==> src/rtl/uart_tx_arbiter.sv <==
// rtl/uart_tx_arbiter.sv - round-robin, packet-locked arbiter sharing one uart_tx among byte requesters
//
// Purpose:
//   NUM_REQ byte-stream requesters compete for a single uart_tx serializer.
//   A requester wins by round-robin order starting at rr pointer and keeps the
//   UART until it hands over a byte flagged last. Each accepted byte is latched,
//   handed to uart_tx with a one-cycle start pulse, and the arbiter waits for
//   tx_done before offering the next byte slot.
//
// Optional feature (macro UART_ARB_TIMEOUT_EN):
//   When defined, a locked requester that leaves its valid low for
//   TIMEOUT_CYCLES cycles while a byte slot is open loses the lock, and
//   arb_timeout_o pulses for one cycle. When undefined, arb_timeout_o is 0 and
//   a stalled requester holds the UART indefinitely.
//
// Ports:
//   clk            system clock, rising edge
//   rst            asynchronous reset, active high
//   req_valid_i    per-requester byte valid
//   req_data_i     per-requester byte, requester i on [8*i+7:8*i]
//   req_last_i     byte is the last of its packet
//   req_ready_o    byte slot open for the granted requester (one bit at most)
//   uart_start_o   one-cycle start pulse to uart_tx
//   uart_data_o    byte to uart_tx, stable while uart_start_o is high
//   uart_busy_i    uart_tx busy
//   uart_done_i    uart_tx done pulse (end of stop bit)
//   grant_id_o     current / last granted requester
//   grant_active_o packet lock held
//   arb_timeout_o  one-cycle pulse when a locked packet is aborted

module uart_tx_arbiter #(
    parameter int NUM_REQ        = 4,
    parameter int TIMEOUT_CYCLES = 100000
) (
    input  logic                       clk,
    input  logic                       rst,
    input  logic [NUM_REQ-1:0]         req_valid_i,
    input  logic [NUM_REQ*8-1:0]       req_data_i,
    input  logic [NUM_REQ-1:0]         req_last_i,
    output logic [NUM_REQ-1:0]         req_ready_o,
    output logic                       uart_start_o,
    output logic [7:0]                 uart_data_o,
    input  logic                       uart_busy_i,
    input  logic                       uart_done_i,
    output logic [$clog2(NUM_REQ)-1:0] grant_id_o,
    output logic                       grant_active_o,
    output logic                       arb_timeout_o
);

    localparam int IDW = $clog2(NUM_REQ);

    localparam logic [1:0] S_IDLE      = 2'd0;
    localparam logic [1:0] S_ISSUE     = 2'd1;
    localparam logic [1:0] S_WAIT_BUSY = 2'd2;
    localparam logic [1:0] S_WAIT_DONE = 2'd3;

    logic [1:0]     state_q, state_d;
    logic [IDW-1:0] rr_q, rr_d;
    logic [IDW-1:0] grant_q, grant_d;
    logic           active_q, active_d;
    logic [7:0]     data_q, data_d;
    logic           last_q, last_d;
    logic           start_q, start_d;

    logic [IDW-1:0] pick;
    logic [IDW-1:0] grant_next;
    logic           byte_done;
    logic           release_pkt;

`ifdef UART_ARB_TIMEOUT_EN
    localparam int TW = $clog2(TIMEOUT_CYCLES + 1);
    logic [TW-1:0]  tmo_cnt_q, tmo_cnt_d;
    logic           timeout_q, timeout_d;
`endif

    // First valid requester scanning rr_q, rr_q+1, ... (mod NUM_REQ). The loop
    // runs from the farthest offset down so the nearest offset wins.
    always_comb begin
        logic [IDW-1:0] idx;
        idx  = '0;
        pick = '0;
        for (int off = NUM_REQ - 1; off >= 0; off--) begin
            idx = IDW'((int'(rr_q) + off) % NUM_REQ);
            if (req_valid_i[idx]) begin
                pick = idx;
            end
        end
    end

    assign grant_next = (grant_q == IDW'(NUM_REQ - 1)) ? '0 : grant_q + 1'b1;

    always_comb begin
        state_d     = state_q;
        rr_d        = rr_q;
        grant_d     = grant_q;
        active_d    = active_q;
        data_d      = data_q;
        last_d      = last_q;
        start_d     = 1'b0;
        byte_done   = 1'b0;
        release_pkt = 1'b0;
`ifdef UART_ARB_TIMEOUT_EN
        timeout_d   = 1'b0;
`endif
        case (state_q)
            S_IDLE: begin
                if (|req_valid_i) begin
                    grant_d  = pick;
                    active_d = 1'b1;
                    state_d  = S_ISSUE;
                end
            end
            S_ISSUE: begin
                if (req_valid_i[grant_q]) begin
                    data_d  = req_data_i[{grant_q, 3'b000} +: 8];
                    last_d  = req_last_i[grant_q];
                    start_d = 1'b1;
                    state_d = S_WAIT_BUSY;
                end
`ifdef UART_ARB_TIMEOUT_EN
                else if (tmo_cnt_q == TW'(TIMEOUT_CYCLES - 1)) begin
                    release_pkt = 1'b1;
                    timeout_d   = 1'b1;
                end
`endif
            end
            S_WAIT_BUSY: begin
                // A done seen before busy still completes the byte.
                if (uart_done_i) begin
                    byte_done = 1'b1;
                end else if (uart_busy_i) begin
                    state_d = S_WAIT_DONE;
                end
            end
            S_WAIT_DONE: begin
                if (uart_done_i) begin
                    byte_done = 1'b1;
                end
            end
            default: begin
                state_d = S_IDLE;
            end
        endcase

        if (byte_done) begin
            if (last_q) begin
                release_pkt = 1'b1;
            end else begin
                state_d = S_ISSUE;
            end
        end

        // Timeout abort and a sent last byte release the lock identically.
        if (release_pkt) begin
            active_d = 1'b0;
            rr_d     = grant_next;
            state_d  = S_IDLE;
        end
    end

`ifdef UART_ARB_TIMEOUT_EN
    // Counts open byte slots left unused; anything else clears it.
    always_comb begin
        tmo_cnt_d = '0;
        if (state_q == S_ISSUE && !req_valid_i[grant_q] && !timeout_d) begin
            tmo_cnt_d = tmo_cnt_q + 1'b1;
        end
    end

    always_ff @(posedge clk or posedge rst) begin
        if (rst) begin
            tmo_cnt_q <= '0;
            timeout_q <= 1'b0;
        end else begin
            tmo_cnt_q <= tmo_cnt_d;
            timeout_q <= timeout_d;
        end
    end

    assign arb_timeout_o = timeout_q;
`else
    // TIMEOUT_CYCLES stays in the parameter list so both builds share one
    // instantiation; it is a non-negative count, so this is constant 0.
    assign arb_timeout_o = (TIMEOUT_CYCLES < 0) ? 1'b1 : 1'b0;
`endif

    always_ff @(posedge clk or posedge rst) begin
        if (rst) begin
            state_q  <= S_IDLE;
            rr_q     <= '0;
            grant_q  <= '0;
            active_q <= 1'b0;
            data_q   <= 8'h00;
            last_q   <= 1'b0;
            start_q  <= 1'b0;
        end else begin
            state_q  <= state_d;
            rr_q     <= rr_d;
            grant_q  <= grant_d;
            active_q <= active_d;
            data_q   <= data_d;
            last_q   <= last_d;
            start_q  <= start_d;
        end
    end

    always_comb begin
        req_ready_o = '0;
        if (state_q == S_ISSUE) begin
            req_ready_o[grant_q] = 1'b1;
        end
    end

    assign uart_start_o   = start_q;
    assign uart_data_o    = data_q;
    assign grant_id_o     = grant_q;
    assign grant_active_o = active_q;

endmodule

==> config.mk <==
export PLATFORM = sky130hd
export DESIGN_NAME = uart_tx_arbiter
export DESIGN_NICKNAME = d
export VERILOG_FILES = /design/src/rtl/uart_tx_arbiter.sv
export SDC_FILE = /design/constraint.sdc
export NUM_CORES = 1
export LEC_CHECK = 0
export CAP_MARGIN = 10
export CORE_MARGIN = 1.5
export CORE_UTILIZATION = 35
export CTS_CLUSTER_DIAMETER = 60
export DETAILED_ROUTE_END_ITERATION = 12
export GPL_ROUTABILITY_DRIVEN = 0
export PLACE_DENSITY = 0.76
export SYNTH_ARGS = -nofsm -noshare
export SYNTH_HDL_FRONTEND = slang
export SYNTH_SLANG_ARGS = --single-unit
export TNS_END_PERCENT = 30
==> constraint.sdc <==
create_clock -name clk -period 1.45 [get_ports clk]
set_input_delay 0.29 -clock clk [delete_from_list [all_inputs] [get_ports clk]]
set_output_delay 0.29 -clock clk [all_outputs]
set_load 0.01 [all_outputs]
==> run summary, run 1 <==
Power per standard cell area - 1750 nW/µm²
DRC Markers - 0
DRT Pass-1 Iters - 4
Mux cell area share after synthesis - 0.332
Violated checks - negative setup slack
Placed insts - 204
Power Internal - 2270 µW
Switch Pwr - 1230 µW
Clk buf depth - 2
Clock share of power - 0.072
Top cells by area, synth - dfrtp_1 (38%), mux4_2 (14%), mux2_4 (9.4%)
Final critical-path required period - 1.68 ns
CTS Sinks - 17
WL per Instance - 15.3 µm
Most common cell type on the critical path - buf_6
Worst-path clk slew - 0.10 ns
Slew Viols, Final - 0
First-pass GRT wire length - 5.03 mm
Switching share of total power - 0.353
GRT overflow - 0
Yosys reg bits - 17
Vias per Instance - 4.89
Final hold vios - 0
CP Class - flop to flop
Via count - 1047
GRT Overall Usage - 0.190
Die height - 59.4 µm
Largest family of logic cells by synthesized area - multiplexers
Io pins - 61
Number of global-route vias before repair - 1097
Final WS setup - -0.232 ns
Post-synthesis sequential area ratio - 0.382
Inserted Clock Buffers - 3
Yosys Warn Count - 0
Syn Nets - 134
Crit path buf inv count - 4
Syn Inst Count - 86
Chip Width - 59.4 µm
Unrepaired setup endpoints after global routing - true
Area share of fa/ha/maj cells after synthesis - 0.0450
CTS root buffer - clkbuf_4
Final Non-Filler Cells - 214
Detailed placer's ending HPWL - 2.38 mm
Seq pwr share - 0.249
Placed inst area - 1880 µm²
Final Setup Violations - 14
Synthesized area per cell - 12.9 µm²
CTS tree - yes
Number of synthesized flops with an enable pin - 0
Hold-fix buffers at CTS - 0
Comb power frac - 0.679
Yosys top cell area share - 0.382
CP max stage cell - dfrtp_2
Netlist cell types - 30
Util after Layout - 0.660
# port buffers - 59
Mapped Area - 1110 µm²
Largest net degree at the start of global routing - 18
Synth-to-Final Area Change - 79.6%
Critical path required time - 1.63 ns
Max Clk Rate - 0.595 GHz
Clock skew - 0.00464 ns
MaxCap Viol Count - 0
CP Max Fanout - 6
Biggest area consumer among synthesized cells - dfrtp_1
Crit share post-route - 1.16
Synth Area in Compound Gates - 0.0911
Antenna Violating Nets Remaining - 0
Initial Util - 0.367
CP Cell Sequence - buf_6 > buf_6 > mux2i_4 > o22ai_2 > buf_6 > buf_12 > mux2_4
N_diodes - 0
Critical Path Stages - 7
Post-Route WL - 3.27 mm
Core area - 3030 µm²
Clk Latency, worst-skew pair - 0.29 ns
Site Rows - 20
Leakage - 0.000909 µW
Layout cells sized above 1 - 0.359
Post-synthesis simple-gate area fraction - 0.0922
# nets final - 219
Reg2Reg Depth - 7
Crit. End Element - flop
HP Class - input pin to asynchronous set/reset pin
CP arrival - 1.86 ns
Post-Synth XOR/XNOR Area - 0
Peak supply drop - 753 µV
Setup TNS - -2.53 ns
Die area - 3530 µm²
Initial antenna violation count - 0
Design area - 2000 µm²
H-Tree Level Count - 1
Top delay family on crit path - buffers and inverters
Synth Flop Type - dfrtp_1
Starting DRT DRC Count - 20
Outcome - finished, violations left
CP max stage delay - 0.43 ns
Async SR Flop Fraction - 1.00
Critical Path Start Type - flop
==> synth_stat cells, drive strengths merged (2+ instances only) <==
| master | number |
|---|---|
| dfrtp | 17 |
| mux2 | 10 |
| mux4 | 9 |
| inv | 7 |
| a21oi | 4 |
| and2 | 4 |
| ha | 4 |
| nand2 | 4 |
| buf | 3 |
| nand2b | 3 |
| nand3 | 3 |
| a31oi | 2 |
| mux2i | 2 |
| nor2 | 2 |
==> sequential cells by signal, summed over array words and instances (netlist names), named ones only <==
signal	count
state_q	1
rr_q	2
uart_start_o	1
uart_data_o	8
grant_id_o	2
last_q	1
grant_active_o	1
==> metal layers <==
layer	vias up	GRT usage	wire, µm
li1	488	-	-
met1	504	0.209	1250
met2	51	0.372	1730
met3	4	0.0415	264
met4	0	0.0325	25
met5	-	0	0
==> power by group through the flow <==
stage | registers [µW] | logic [µW] | clock network, µW
3_3_place_gp | 883 | 2060 | 0
2_1_floorplan | 971 | 1100 | 0
4_1_cts | 864 | 2340 | 260
6_report | 872 | 2380 | 251
5_1_grt | 904 | 2540 | 284
3_5_place_dp | 889 | 2120 | 0
==> logic make-up after synthesis <==
family / Yosys count
DFF: 17
muxes: 21
other: 1
buffers and inverters: 11
and+or+nand+nor: 18
AOI/OAI and AO/OA: 14
adders and majority gates: 4
==> final timing paths <==
| kind | from | end | slack (ns) |
|---|---|---|---|
| max | grant_id_o[1] | uart_data_o[3] | -0.23 |
| min | rst | uart_data_o[4] | 0.33 |
| max reg2reg | grant_id_o[1] | uart_data_o[3] | -0.23 |
| min reg2reg | uart_data_o[7] | uart_data_o[7] | 0.52 |
| max in group asynchronous | rst | grant_id_o[1] | 0.91 |
| min in group clk | uart_data_o[7] | uart_data_o[7] | 0.52 |
==> tightest hold or removal path: cells and delay by family <==
family / cells / cell delay (ns)
buffers and inverters: 3 / 0.71
==> final cells by class <==
| class | count | area, µm² |
|---|---|---|
| multi-input cells | 58 | 667 |
| fillers | 236 | 1030 |
| flip-flops and latches | 17 | 428 |
| inverters | 7 | 26.3 |
| repair buffers | 84 | 796 |
| well taps | 44 | 55.1 |
| clock buffers | 4 | 26.3 |
==> stage by stage <==
stage | hold slack, ns | power (µW) | worst slack [ns]
after global routing | 0.336 | 3730 | -0.259
after detailed placement | 0.482 | 3010 | -0.304
after floorplan | 0.216 | 2070 | -0.0361
after CTS | 0.338 | 3460 | -0.214
final | 0.333 | 3500 | -0.232
after global placement | 0.475 | 2950 | -0.265
==> what timing repair did <==
item | CTS | global route
pin swaps | 1 | 0
gates cloned | 1 | 0
buffers inserted | 5 | 0
gates resized for setup | 45 | 4
endpoints found under the setup margin | 25 | 18
==> layout by cell type, fill, tap and decap left out, types with 4 or more instances in the layout <==
cell type        instances
buf_6                    5
buf_2                    5
clkdlybuf4s50_1         43
a21oi_1                  4
nand2_1                  4
dfrtp_1                 15
mux2_4                   9
inv_1                    6
and2_1                   4
mux4_2                   7
buf_4                   18
dlygate4sd2_1            9
No activity file was read; power rests on OpenSTA's default activity.
==> run 2: changes to the inputs <==
--- a/config.mk
+++ b/config.mk
@@ -12,5 +12,5 @@
 export DETAILED_ROUTE_END_ITERATION = 12
 export GPL_ROUTABILITY_DRIVEN = 0
-export PLACE_DENSITY = 0.76
+export PLACE_DENSITY = 0.74
 export SYNTH_ARGS = -nofsm -noshare
 export SYNTH_HDL_FRONTEND = slang
==> constraint.sdc (replaced) <==
create_clock -name clk -period 1.6 [get_ports clk]
set_input_delay 0.24 -clock clk [delete_from_list [all_inputs] [get_ports clk]]
set_output_delay 0.24 -clock clk [all_outputs]
set_load 0.01 [all_outputs]
==> run 2 against run 1 <==
  * The run still ends with negative setup slack left
  * Global-route usage down 1.8 points
  * Cell count down 2.3%
  * Non-clock buffer count down 5
  * Hold slack worse by 0.067 ns
==> run summary, run 2 (synthesis results as in run 1) <==
GRT overflow - 0 (unchanged)
Most common cell after layout, fill and taps aside - clkdlybuf4s50_1 (unchanged)
Util after Layout - 0.681 (was 0.660)
Place WS - -0.111 ns (was -0.304 ns)
Critical Path Start Type - flop (unchanged)
Detailed placer's ending HPWL - 2.26 mm (was 2.38 mm)
Via count - 1022 (was 1047)
CP arrival - 1.80 ns (was 1.86 ns)
DRT Pass-1 Iters - 4 (unchanged)
Antenna Violating Nets Remaining - 0 (unchanged)
MaxCap Viol Count - 0 (unchanged)
CP max stage cell - mux4_2 (was dfrtp_2)
Final WS setup - -0.0197 ns (was -0.232 ns)
Worst-path clk slew - 0.10 ns (about the same)
# port buffers - 59 (unchanged)
Final critical-path required period - 1.62 ns (was 1.68 ns)
Violated checks - negative setup slack (unchanged)
Slew Viols, Final - 0 (unchanged)
Peak supply drop - 757 µV (was 753 µV)
Chip Width - 59.4 µm (unchanged)
Final Setup Violations - 8 (was 14)
GRT Overall Usage - 0.173 (was 0.190)
Initial Util - 0.367 (unchanged)
Max Clk Rate - 0.617 GHz (was 0.595 GHz)
# nets final - 214 (was 219)
First-pass GRT wire length - 4.60 mm (was 5.03 mm)
Clk Latency, worst-skew pair - 0.29 ns (about the same)
HP Class - input pin to asynchronous set/reset pin (unchanged)
Layout cells sized above 1 - 0.382 (was 0.359)
Die area - 3530 µm² (unchanged)
Placed inst area - 1850 µm² (was 1880 µm²)
Vias per Instance - 4.89 (about the same)
Synth-to-Final Area Change - 85.5% (was 79.6%)
Hold-fix buffers at CTS - 0 (unchanged)
# fillers - 228 (was 236)
Number of global-route vias before repair - 1058 (was 1097)
Crit. End Element - flop (unchanged)
CTS root buffer - clkbuf_4 (unchanged)
CTS Sinks - 17 (unchanged)
Crit share post-route - 1.01 (was 1.16)
Site Rows - 20 (unchanged)
N_diodes - 0 (unchanged)
CP max stage delay - 0.50 ns (was 0.43 ns)
Clock skew - 0.00530 ns (was 0.00464 ns)
Design area - 2060 µm² (was 2000 µm²)
DRC Markers - 0 (unchanged)
Io pins - 61 (unchanged)
Leakage - 0.000868 µW (was 0.000909 µW)
Reg-to-Reg End - uart_data_o[6] (was uart_data_o[3])
Reg2reg setup slack - -0.02 ns (was -0.23 ns)
CP Class - flop to flop (unchanged)
CP Cell Sequence - buf_6 > clkbuf_16 > mux4_2 > mux2_4 (was buf_6 > buf_6 > mux2i_4 > o22ai_2 > buf_6 > buf_12 > mux2_4)
Largest net degree at the start of global routing - 18 (unchanged)
WL per Instance - 15.6 µm (was 15.3 µm)
Post-Route WL - 3.27 mm (about the same)
RR Startpoint - grant_id_o[0] (was grant_id_o[1])
CTS tree - yes (unchanged)
CP Max Fanout - 7 (was 6)
Power per standard cell area - 1660 nW/µm² (was 1750 nW/µm²)
Final hold vios - 0 (unchanged)
Outcome - finished, violations left (unchanged)
Final Non-Filler Cells - 209 (was 214)
Core area - 3030 µm² (unchanged)
Initial antenna violation count - 0 (unchanged)
Placed insts - 199 (was 204)
Max reg flops - 8 (unchanged)
Reg2Reg Depth - 4 (was 7)
Die height - 59.4 µm (unchanged)
H-Tree Level Count - 1 (unchanged)
Commonest cells after routing, fill and taps aside - clkdlybuf4s50_1 (53), dfrtp_1 (15), buf_4 (11), mux4_2 (9), mux2_4 (9) (was clkdlybuf4s50_1 (43), buf_4 (18), dfrtp_1 (15), mux2_4 (9), dlygate4sd2_1 (9))
Inserted Clock Buffers - 3 (unchanged)
Critical path required time - 1.78 ns (was 1.63 ns)
Unrepaired setup endpoints after global routing - true (unchanged)
Starting DRT DRC Count - 26 (was 20)
Clk buf depth - 2 (unchanged)
Setup TNS - -0.0946 ns (was -2.53 ns)
-- run 2: cell types whose count changed in the layout (fill, tap and decap cells not counted), sizes merged --
| cell | change |
|---|---|
| clkdlybuf4s50 | +10 |
| dlygate4sd2 | -9 |
| buf | -8 |
| clkbuf | +2 |
| clkdlybuf4s15 | +1 |
| dlymetal6s2s | -1 |
-- run 2: report_power, final --
part | internal (µW) | switching [µW]
Sequential | 649 | 166
Clock | 96.8 | 133
Combinational | 1480 | 894
Total | 2230 | 1190
-- run 2: worst max-delay path by stage --
| stage | end | slack [ns] | from |
|---|---|---|---|
| 6_report | uart_data_o[6] | -0.02 | grant_id_o[0] |
| 5_1_grt | req_ready_o[0] | -0.07 | grant_id_o[1] |
| 4_1_cts | req_ready_o[1] | -0.05 | grant_id_o[1] |
| 3_5_place_dp | uart_data_o[7] | -0.11 | req_valid_i[3] |
| 3_3_place_gp | uart_data_o[0] | -0.06 | req_valid_i[3] |
| 2_1_floorplan | last_q | 0.03 | grant_id_o[0] |
-- run 2: critical path, delay by kind of cell (launching register included) --
family	cells	cell delay, ns
buffers and inverters	2	0.29
flip-flops	1	0.45
multiplexers	2	0.78
-- run 2: metal layers --
metal	up-vias	part of all wire	GRT usage
li1	471	-	-
met1	501	0.39	0.205
met2	46	0.51	0.311
met3	4	0.084	0.0415
met4	0	0.013	0.0422
met5	-	0	0
-- run 2: stage by stage --
step           hold WS (ns)  power, µW
2_1_floorplan         0.166       1870
3_3_place_gp          0.476       2650
3_5_place_dp          0.493       2700
4_1_cts               0.266       3020
5_1_grt               0.284       3630
6_report              0.266       3420
-- run 2: timing repair --
action,4_1_cts,5_1_grt
endpoints found under the setup margin,15,12
resized for setup,24,29
cloned,0,2
buffers inserted,5,1
pin swaps,0,1
hold endpoints to repair,0,0
-- run 2: area by class of cell --
type	count	area [µm²]	share of cell area
Inverter	7	28.8	0.0139
Timing Repair Buffer	79	818	0.397
Tap cell	44	55.1	0.0267
Multi-Input combinational cell	58	707	0.343
Sequential cell	17	428	0.207
Clock buffer	4	26.3	0.0127
